--- src/rtl/tour_cmd.sv ---
`timescale 1ns/1ps
// tour_cmd: replays tour_logic's solved knight tour as cmd_proc drive commands.
// Each one-hot move is split into a vertical leg (opcode 2) followed by a
// horizontal leg (opcode 3), each sequenced through cmd_proc's
// ready/clear/response handshake. While idle, UART commands pass straight through.
//
// Optional build macro: TOUR_CMD_CHK_EN
//   When defined, a zero or multi-hot move aborts the tour and pulses tour_err.
//   When undefined, the lowest set bit wins and all-zero decodes as bit 0.
//
// Ports:
//   clk, rst_n        clock, async active-low reset
//   start_tour        one-cycle pulse: begin replaying the tour (ignored unless idle)
//   move              one-hot move for mv_indx, from tour_logic
//   mv_indx           move index driven to tour_logic
//   cmd_UART          UART command, plus cmd_rdy_UART valid / clr_cmd_rdy_UART consume
//   cmd, cmd_rdy      command and valid to cmd_proc
//   clr_cmd_rdy       cmd_proc accepted cmd
//   send_resp         cmd_proc finished executing cmd
//   tour_done         one-cycle pulse after the last move completes
//   tour_err          (TOUR_CMD_CHK_EN only) one-cycle pulse on an illegal move
//
// state  | meaning
// IDLE   | UART pass-through, waiting for start_tour
// LATCH  | capture move for mv_indx
// VERT   | vertical leg offered to cmd_proc
// RESP_V | vertical leg accepted, waiting for send_resp
// HORZ   | horizontal leg offered to cmd_proc
// RESP_H | horizontal leg accepted, waiting for send_resp
module tour_cmd #(
    parameter int NUM_MOVES = 24
) (
    input  logic        clk,
    input  logic        rst_n,
    input  logic        start_tour,
    input  logic [7:0]  move,
    output logic [4:0]  mv_indx,
    input  logic [15:0] cmd_UART,
    input  logic        cmd_rdy_UART,
    output logic        clr_cmd_rdy_UART,
    output logic [15:0] cmd,
    output logic        cmd_rdy,
    input  logic        clr_cmd_rdy,
    input  logic        send_resp,
`ifdef TOUR_CMD_CHK_EN
    output logic        tour_err,
`endif
    output logic        tour_done
);

    typedef enum logic [2:0] {
        S_IDLE, S_LATCH, S_VERT, S_RESP_V, S_HORZ, S_RESP_H
    } state_t;

    localparam logic [4:0] LAST_IDX = 5'(NUM_MOVES - 1);

    state_t     state_q, state_d;
    logic [4:0] mv_indx_q, mv_indx_d;
    logic [7:0] mv_q, mv_d;
    logic       tour_done_q, tour_done_d;
`ifdef TOUR_CMD_CHK_EN
    logic       tour_err_q, tour_err_d;
`endif

    logic       dy_neg, dx_neg;
    logic [1:0] dy_mag, dx_mag;
    logic [15:0] vert_cmd, horz_cmd;

    always_ff @(posedge clk or negedge rst_n) begin
        if (!rst_n) begin
            state_q     <= S_IDLE;
            mv_indx_q   <= '0;
            mv_q        <= '0;
            tour_done_q <= 1'b0;
`ifdef TOUR_CMD_CHK_EN
            tour_err_q  <= 1'b0;
`endif
        end else begin
            state_q     <= state_d;
            mv_indx_q   <= mv_indx_d;
            mv_q        <= mv_d;
            tour_done_q <= tour_done_d;
`ifdef TOUR_CMD_CHK_EN
            tour_err_q  <= tour_err_d;
`endif
        end
    end

    // Knight move decode, +y = North, +x = East. Lowest set bit has priority;
    // all-zero falls through to the bit-0 move.
    always_comb begin
        dy_neg = 1'b0; dy_mag = 2'd2; dx_neg = 1'b1; dx_mag = 2'd1;
        if (mv_q[0]) begin
            dy_neg = 1'b0; dy_mag = 2'd2; dx_neg = 1'b1; dx_mag = 2'd1;
        end else if (mv_q[1]) begin
            dy_neg = 1'b0; dy_mag = 2'd2; dx_neg = 1'b0; dx_mag = 2'd1;
        end else if (mv_q[2]) begin
            dy_neg = 1'b1; dy_mag = 2'd1; dx_neg = 1'b1; dx_mag = 2'd2;
        end else if (mv_q[3]) begin
            dy_neg = 1'b0; dy_mag = 2'd1; dx_neg = 1'b1; dx_mag = 2'd2;
        end else if (mv_q[4]) begin
            dy_neg = 1'b1; dy_mag = 2'd2; dx_neg = 1'b1; dx_mag = 2'd1;
        end else if (mv_q[5]) begin
            dy_neg = 1'b1; dy_mag = 2'd2; dx_neg = 1'b0; dx_mag = 2'd1;
        end else if (mv_q[6]) begin
            dy_neg = 1'b0; dy_mag = 2'd1; dx_neg = 1'b0; dx_mag = 2'd2;
        end else if (mv_q[7]) begin
            dy_neg = 1'b1; dy_mag = 2'd1; dx_neg = 1'b0; dx_mag = 2'd2;
        end
    end

    // Headings: N=00, S=7F, W=3F, E=BF.
    assign vert_cmd = {4'h2, (dy_neg ? 8'h7F : 8'h00), 2'b00, dy_mag};
    assign horz_cmd = {4'h3, (dx_neg ? 8'h3F : 8'hBF), 2'b00, dx_mag};

    always_comb begin
        state_d          = state_q;
        mv_indx_d        = mv_indx_q;
        mv_d             = mv_q;
        tour_done_d      = 1'b0;
`ifdef TOUR_CMD_CHK_EN
        tour_err_d       = 1'b0;
`endif
        cmd              = '0;
        cmd_rdy          = 1'b0;
        clr_cmd_rdy_UART = 1'b0;
        unique case (state_q)
            S_IDLE: begin
                // The UART command is held off (not dropped) on the start cycle.
                cmd              = cmd_UART;
                cmd_rdy          = cmd_rdy_UART & ~start_tour;
                clr_cmd_rdy_UART = clr_cmd_rdy & ~start_tour;
                if (start_tour) begin
                    mv_indx_d = '0;
                    state_d   = S_LATCH;
                end
            end
            S_LATCH: begin
`ifdef TOUR_CMD_CHK_EN
                if ((move == 8'h00) || ((move & (move - 8'd1)) != 8'h00)) begin
                    tour_err_d = 1'b1;
                    state_d    = S_IDLE;
                end else begin
                    mv_d    = move;
                    state_d = S_VERT;
                end
`else
                mv_d    = move;
                state_d = S_VERT;
`endif
            end
            S_VERT: begin
                cmd     = vert_cmd;
                cmd_rdy = 1'b1;
                if (clr_cmd_rdy) state_d = S_RESP_V;
            end
            S_RESP_V: begin
                cmd = vert_cmd;
                if (send_resp) state_d = S_HORZ;
            end
            S_HORZ: begin
                cmd     = horz_cmd;
                cmd_rdy = 1'b1;
                if (clr_cmd_rdy) state_d = S_RESP_H;
            end
            S_RESP_H: begin
                cmd = horz_cmd;
                if (send_resp) begin
                    if (mv_indx_q == LAST_IDX) begin
                        tour_done_d = 1'b1;
                        state_d     = S_IDLE;
                    end else begin
                        mv_indx_d = mv_indx_q + 5'd1;
                        state_d   = S_LATCH;
                    end
                end
            end
            default: state_d = S_IDLE;
        endcase
    end

    assign mv_indx   = mv_indx_q;
    assign tour_done = tour_done_q;
`ifdef TOUR_CMD_CHK_EN
    assign tour_err  = tour_err_q;
`endif

endmodule

--- config.mk ---
export PLATFORM = sky130hd
export DESIGN_NAME = tour_cmd
export DESIGN_NICKNAME = d
export VERILOG_FILES = /design/src/rtl/tour_cmd.sv
export SDC_FILE = /design/constraint.sdc
export NUM_CORES = 1
export LEC_CHECK = 0
export ABC_AREA = 1
export CAP_MARGIN = 20
export CORE_MARGIN = 2
export CORE_UTILIZATION = 42
export CTS_BUF_LIST = sky130_fd_sc_hd__clkbuf_2
export DETAILED_ROUTE_END_ITERATION = 16
export DONT_BUFFER_PORTS = 1
export GPL_TIMING_DRIVEN = 0
export HOLD_SLACK_MARGIN = 0.08
export SLEW_MARGIN = 20
export SYNTH_ARGS = -nofsm -noshare
export SYNTH_HDL_FRONTEND = slang
export SYNTH_SLANG_ARGS = --single-unit
export TNS_END_PERCENT = 30
--- constraint.sdc ---
create_clock -name clk -period 1.8 [get_ports clk]
set_clock_uncertainty 0.1 [all_clocks]
set_input_delay 0.09 -clock clk [delete_from_list [all_inputs] [get_ports clk]]
set_output_delay 0.09 -clock clk [all_outputs]
set_load 0.1 [all_outputs]
==> results of run 1 <==
worst paths after layout:
path	startpoint	endpoint	slack, ns	depth (start not counted)
max in group asynchronous	rst_n	mv_indx[0]	0.89	1
setup reg to reg	mv_indx[0]	mv_indx[4]	0.15	7
hold reg to reg	mv_q[1]	mv_q[1]	0.44	2
setup / recovery	state_q[1]	cmd[8]	-0.15	6
min in group asynchronous	rst_n	mv_q[2]	0.17	1
hold / removal	clr_cmd_rdy	state_q[0]	0.1	4
worst reg2reg max path: cells and delay by family, from the launching register on:
| family | cells | cell delay, ns |
|---|---|---|
| compound gates | 1 | 0.09 |
| fa+ha+maj | 1 | 0.20 |
| flops | 1 | 0.68 |
| simple gates | 5 | 0.51 |
logic make-up after synthesis:
kind of cell / after synthesis
AOI/OAI and AO/OA: 20
adders and majority gates: 4
buffers and inverters: 24
DFF: 17
muxes: 3
and+or+nand+nor: 101
repair_timing:
action	CTS	global route
setup endpoints to repair	25	23
hold endpoints to repair	28	0
pin swaps	15	8
hold buffers	10	0
setup buffers	9	1
resized for setup	55	6
synth_stat cells, drive strengths merged:
master	number
a21oi	7
buf	2
dfrtp	17
ha	4
inv	22
mux2	3
nand2	50
nand3	21
nand4	5
nor2	22
nor3	2
o21ai	12
o21bai	1
or2	1
layout by cell type (no fill, tap or decap), types with 4 or more instances in the layout:
cell type       n
a21oi_1         7
nand3_1        12
nand4_1         5
clkbuf_2        4
nand3_4         7
nand2_8         6
o21ai_0         7
nand2_4         5
nor2_1         14
dfrtp_2         6
dlygate4sd3_1  10
o21ai_1         4
nand2_1        39
nor2_4          7
buf_4          10
dfrtp_1         9
inv_1          19
flip-flops by register name (all words and copies together), names as in the netlist:
name       cells
mv_indx        5
state_q        3
tour_done      1
mv_q           8
routing by layer:
| metal | vias up | routed length [um] | track usage (%) |
|---|---|---|---|
| met1 | 559 | 1110 | 18.2 |
| met4 | 0 | 8 | 2.99 |
| met3 | 2 | 230 | 5.99 |
| met5 | - | 0 | 0 |
| met2 | 54 | 1560 | 35.4 |
| li1 | 595 | - | - |
metrics by stage:
| stage | setup slack [ns] | TNS (ns) | cell area, um2 |
|---|---|---|---|
| after floorplan | -0.374 | -5.66 | 1180 |
| after global placement | -0.501 | -8.36 | 1220 |
| after detailed placement | -0.515 | -6.83 | 1230 |
| after CTS | -0.145 | -1.43 | 1660 |
| after global routing | -0.231 | -3.30 | 1710 |
| final | -0.152 | -1.76 | 1710 |
layout make-up:
| type | instances | area, um2 | area share (%) |
|---|---|---|---|
| clock buffers | 4 | 20.0 | 1.17 |
| flip-flops and latches | 17 | 440 | 25.8 |
| plain buffers | 2 | 18.8 | 1.10 |
| inverters | 22 | 85.1 | 4.98 |
| multi-input cells | 128 | 926 | 54.2 |
| repair buffers | 20 | 179 | 10.5 |
| well taps | 31 | 38.8 | 2.27 |
==> metrics.md, run 1 <==
| Metric | Value |
|---|---|
| Status | `finished, violations left` |
| Failing checks | `negative setup slack` |
| DRC violation total after the first TritonRoute iteration | `37` |
| Ranking of synthesized cells by area | `dfrtp_1 36%, nand2_1 15%, nand3_1 8.1%` |
| Share of synthesized area occupied by flip-flops and latches | `36.3%` |
| Number of buffer cells added on primary ports | `0` |
| Gate count after technology mapping | `169` |
| Relative slew slack | `40.7%` |
| # clock sinks | `17` |
| Max capacitance violation total | `0` |
| Share of cell area taken by muxes after synthesis | `2.88%` |
| Adder-cell area share of the yosys netlist | `4.27%` |
| Series of cell instances along the critical path | `inv_4 -> ha_4 -> nand2_8 -> nand4_1 -> buf_6 -> nand3_4` |
| Final-layout fill cell count | `233` |
| TritonCTS clock tree | `yes` |
| Worst hold margin | `0.0993 ns` |
| Area of the mapped netlist | `1170 um2` |
| Core outline area | `2710 um2` |
| Type of the worst setup path | `flip-flop to output port` |
| Max clock buf depth | `2` |
| Bufs and invs on worst path | `2` |
| Total overflow reported by the global router | `0` |
| Vertical die dimension | `56.8 um` |
| Dominant combinational cell family by area after synthesis | `simple AND/OR/NAND/NOR gates` |
| Total track usage | `17.9%` |
| Number of cells in the design after placement | `200` |
| Endpoint kind of the worst setup timing path | `output port` |
| P&R area growth vs syn | `45.8%` |
| Critical path's largest stage delay | `0.48 ns` |
| Global-route wire length before repair | `4530 um` |
| Crit path max-delay cell type | `dfrtp_2` |
| Final standard cell count with taps included and fillers excluded | `224` |
| Time the final worst path needs with I/O delays and setup | `1.95 ns` |
| Worst-path clk slew | `0.16 ns` |
| Mean instance size in the synthesized netlist | `6.93 um2` |
| Final Hold Fails | `0` |
| Area fraction in compound gates after synthesis | `9.08%` |
| Leading area contributor after synthesis | `dfrtp_1` |
| CTS H-Tree Depth | `1` |
| Number of vias after detailed routing | `1,210` |
| Via/cell ratio | `5.40` |
| Antenna diode instance count | `0` |
| Total length of routed wires | `2910 um` |
| Final RePlAce weighted congestion | `0.800` |
| Worst path required time | `1.61 ns` |
| Count of unique library cells instantiated by Yosys | `23` |
| Top Family by Delay on Critical Path | `flip-flops` |
| Via count of the first global-routing pass | `1,072` |
| Wirelength per Cell | `13.0 um` |
| RSZ-0062 raised after global routing | `true` |
| Die area | `3230 um2` |
| Area share of and/or/nand/nor cells after synthesis | `39.3%` |
| Total iterations of the first detailed-routing run | `5` |
| Synthesized netlist net count | `203` |
| Final net count | `228` |
| Clock buffers created by TritonCTS | `3` |
| Critical path data arrival time | `1.76 ns` |
| Post-layout util | `63.0%` |
| FP Rows | `19` |
| Upper clock frequency limit | `512 MHz` |
| Clk root buf | `clkbuf_2` |
| Period utilization | `108%` |
| Number of warnings reported in the yosys synthesis log | `0` |
| Largest net degree at the start of global routing | `18` |
| Maximum fanout along the worst path | `7` |
| Kind of start point of the critical path | `flip-flop` |
| Least-Margin Pin Slew | `0.891 ns` |
| Clock insertion delay at the later pin of the skew report | `0.30 ns` |
| XOR/XNOR Fraction of Synth Area | `0%` |
| Number of pins exceeding their max-slew limit in the final report | `0` |
| DRC errors left | `0` |
| Setup violations, final | `18` |
| Synth Register Bits | `17` |
| Boundary Pins | `54` |
| Worst hold path class | `input pin to flip-flop` |
| Number of antenna violations at the first check in global routing | `0` |
| Area share of the largest cell type after synthesis | `36.3%` |
| Share of post-route cells with drive strength above 1 | `32.1%` |
| Detailed placer's ending HPWL | `1880 um` |
| Starting density of the core | `43.2%` |
| Final Worst Setup Slack | `-0.152 ns` |
| Die X | `56.8 um` |
| DRT antenna net count | `0` |
Power of run 1 is not shown: default switching activity piles up to over one toggle a cycle in this logic, so the estimate is an artifact.
==> run 2, diff against run 1 <==
==> constraint.sdc (replaced) <==
create_clock -name clk -period 1.8 [get_ports clk]
set_clock_uncertainty 0.1 [all_clocks]
set_input_delay 0.09 -clock clk [delete_from_list [all_inputs] [get_ports clk]]
set_output_delay 0.09 -clock clk [all_outputs]
set_load 0.01 [all_outputs]
==> metrics.md, run 2 (synthesized netlist as in run 1, its figures left out) <==
| Metric | Value |
|---|---|
| Clock buffers created by TritonCTS | `3 (unchanged)` |
| # clock sinks | `17 (unchanged)` |
| P&R area growth vs syn | `36.3% (was 45.8%)` |
| Max clock buf depth | `2 (unchanged)` |
| Max capacitance violation total | `0 (unchanged)` |
| Final net count | `230 (was 228)` |
| Total track usage | `16.4% (was 17.9%)` |
| Setup violations, final | `0 (was 18)` |
| Status | `complete, no violations (was finished, violations left)` |
| Die X | `56.8 um (unchanged)` |
| Final RePlAce weighted congestion | `0.758 (was 0.800)` |
| FP Rows | `19 (unchanged)` |
| Leakage power summed over all cells | `0.805 nW` |
| Number of antenna violations at the first check in global routing | `0 (unchanged)` |
| Biggest register | `mv_q (unchanged)` |
| Relative slew slack | `48.3% (was 40.7%)` |
| Detailed placer's ending HPWL | `1890 um (was 1880 um)` |
| Final-layout fill cell count | `246 (was 233)` |
| Hold path startpoint | `start_tour (was clr_cmd_rdy)` |
| Number of vias after detailed routing | `1,197 (was 1,210)` |
| Period utilization | `97.8% (was 108%)` |
| Endpoint of the worst register-to-register path | `mv_indx[0] (was mv_indx[4])` |
| Total non-filler cell area in the finished layout | `1600 um2 (was 1710 um2)` |
| Most common library cell in the layout ignoring fill and taps | `nand2_1 (unchanged)` |
| Routing usage on met3 | `5.53% (was 5.99%)` |
| Wirelength per Cell | `12.1 um (was 13.0 um)` |
| Final Hold Fails | `0 (unchanged)` |
| RSZ-0062 raised after global routing | `true (unchanged)` |
| Antenna diode instance count | `0 (unchanged)` |
| Endpoint kind of the worst setup timing path | `output port (unchanged)` |
| Starting density of the core | `43.2% (unchanged)` |
| Number of stages on the worst hold path | `6 (was 4)` |
| Worst hold path class | `input pin to flip-flop (unchanged)` |
| Total overflow reported by the global router | `0 (unchanged)` |
| Worst reg2reg path depth | `9 (was 7)` |
| Most used routing layer | `met2 (unchanged)` |
| Area of placed instances | `1210 um2 (was 1230 um2)` |
| Clock insertion delay at the later pin of the skew report | `0.30 ns (about the same)` |
| CTS H-Tree Depth | `1 (unchanged)` |
| Endpoint of the worst hold-timing path | `state_q[0] (unchanged)` |
| Share of post-route cells with drive strength above 1 | `26.7% (was 32.1%)` |
| Top library cells by usage in the layout, fill and taps aside | `43 x nand2_1, 19 x inv_1, 15 x nor2_1, 15 x dfrtp_1, 12 x nand3_1 (was 39 x nand2_1, 19 x inv_1, 14 x nor2_1, 12 x nand3_1)` |
| Total iterations of the first detailed-routing run | `4 (was 5)` |
| Number of pins exceeding their max-slew limit in the final report | `0 (unchanged)` |
| Core outline area | `2710 um2 (unchanged)` |
| DRT antenna net count | `0 (unchanged)` |
| Launch point of the worst reg-to-reg path | `state_q[1] (was mv_indx[0])` |
| Worst path required time | `1.61 ns (about the same)` |
| Upper clock frequency limit | `568 MHz (was 512 MHz)` |
| Type of the worst setup path | `flip-flop to output port (unchanged)` |
| Maximum fanout along the worst path | `7 (unchanged)` |
| Clk root buf | `clkbuf_2 (unchanged)` |
| Number of flip-flops under the largest register name | `8 (unchanged)` |
| Critical path data arrival time | `1.57 ns (was 1.76 ns)` |
| Worst-path clk slew | `0.17 ns (was 0.16 ns)` |
| Global-route wire length before repair | `4230 um (was 4530 um)` |
| Global routing usage on met2 | `30.1% (was 35.4%)` |
| Least-Margin Pin Slew | `0.773 ns (was 0.891 ns)` |
| Number of buffer cells added on primary ports | `0 (unchanged)` |
| Total length of routed wires | `2740 um (was 2910 um)` |
| Vertical die dimension | `56.8 um (unchanged)` |
| Pwr/cell area | `1550 nW/um2` |
| Die area | `3230 um2 (unchanged)` |
| Via count of the first global-routing pass | `1,011 (was 1,072)` |
| Register-to-register setup slack | `0.25 ns (was 0.15 ns)` |
| DRC violation total after the first TritonRoute iteration | `37 (unchanged)` |
| Worst hold margin | `0.122 ns (was 0.0993 ns)` |
| Maximum ir drop on the vdd rail | `1.07 mV` |
| TritonCTS clock tree | `yes (unchanged)` |
| Global routing met1 resource utilization | `19.0% (was 18.2%)` |
| Via/cell ratio | `5.30 (was 5.40)` |
| Kind of start point of the critical path | `flip-flop (unchanged)` |
| Largest net degree at the start of global routing | `18 (unchanged)` |
| Time the final worst path needs with I/O delays and setup | `1.76 ns (was 1.95 ns)` |
| Boundary Pins | `54 (unchanged)` |
| DRC errors left | `0 (unchanged)` |
## run 2: how the worst max path moves through the flow
stage / slack [ns] / end / cells after the start / from
after CTS: -0.00004 / cmd[11] / 8 / state_q[1]
after detailed placement: 0.08 / cmd[6] / 5 / state_q[1]
after global routing: -0.07 / cmd[6] / 7 / state_q[1]
final: 0.04 / cmd[9] / 7 / state_q[1]
after global placement: 0.11 / cmd[11] / 7 / state_q[1]
after floorplan: 0.26 / cmd[4] / 5 / state_q[1]
## run 2: report_power, final
| part | internal [W] | leakage, nW | switching, W | total, W |
|---|---|---|---|---|
| logic | 0.000700 | 0.580 | 0.000967 | 0.00167 |
| clock network | 0.0000503 | 0.0164 | 0.000120 | 0.000171 |
| registers | 0.000512 | 0.209 | 0.000120 | 0.000632 |
| total | 0.00126 | 0.805 | 0.00121 | 0.00247 |
## run 2: stage by stage
step / worst slack [ns] / instances / util, % / power, W / TNS [ns]
2_1_floorplan: 0.263 / 169 / - / 0.00157 / 0
3_3_place_gp: 0.113 / 200 / 44.6 / 0.00173 / 0
3_5_place_dp: 0.0801 / 200 / 44.6 / 0.00175 / 0
4_1_cts: -0.0000364 / 220 / 53.3 / 0.00213 / -0.0000364
5_1_grt: -0.0723 / 226 / 58.9 / 0.00268 / -0.664
6_report: 0.0398 / 226 / 58.9 / 0.00247 / 0
## run 2: layout make-up
cell class	count	area, um2	share of cell area (%)
inverters	22	85.1	5.33
clock inverters	1	5.00	0.313
repair buffers	22	200	12.5
plain buffers	2	18.8	1.18
clock buffers	3	15.0	0.940
multi-input cells	128	806	50.5
flip-flops and latches	17	428	26.8
well taps	31	38.8	2.43
## run 2: routing by layer
| metal | vias to the layer above | wire length (um) |
|---|---|---|
| li1 | 598 | - |
| met1 | 552 | 1060 |
| met2 | 47 | 1470 |
| met3 | 0 | 207 |
| met4 | 0 | 0 |
| met5 | - | 0 |
## run 2: timing repair
| action | CTS | global route |
|---|---|---|
| hold endpoints to repair | 31 | 0 |
| hold buffers | 11 | 0 |
| gates resized for setup | 16 | 20 |
| endpoints found under the setup margin | 12 | 13 |
| pin swaps | 2 | 6 |
| setup buffers | 5 | 6 |
## run 2: critical path, stage by stage, from the launching register on
cell and delay, ns:
dfrtp_2 0.47, buf_6 0.13, nor2_4 0.11, nand2_4 0.10, nand2_8 0.11, nand4_1 0.10, buf_6 0.18, nand3_4 0.07
No activity file was read; power rests on OpenSTA's default activity.
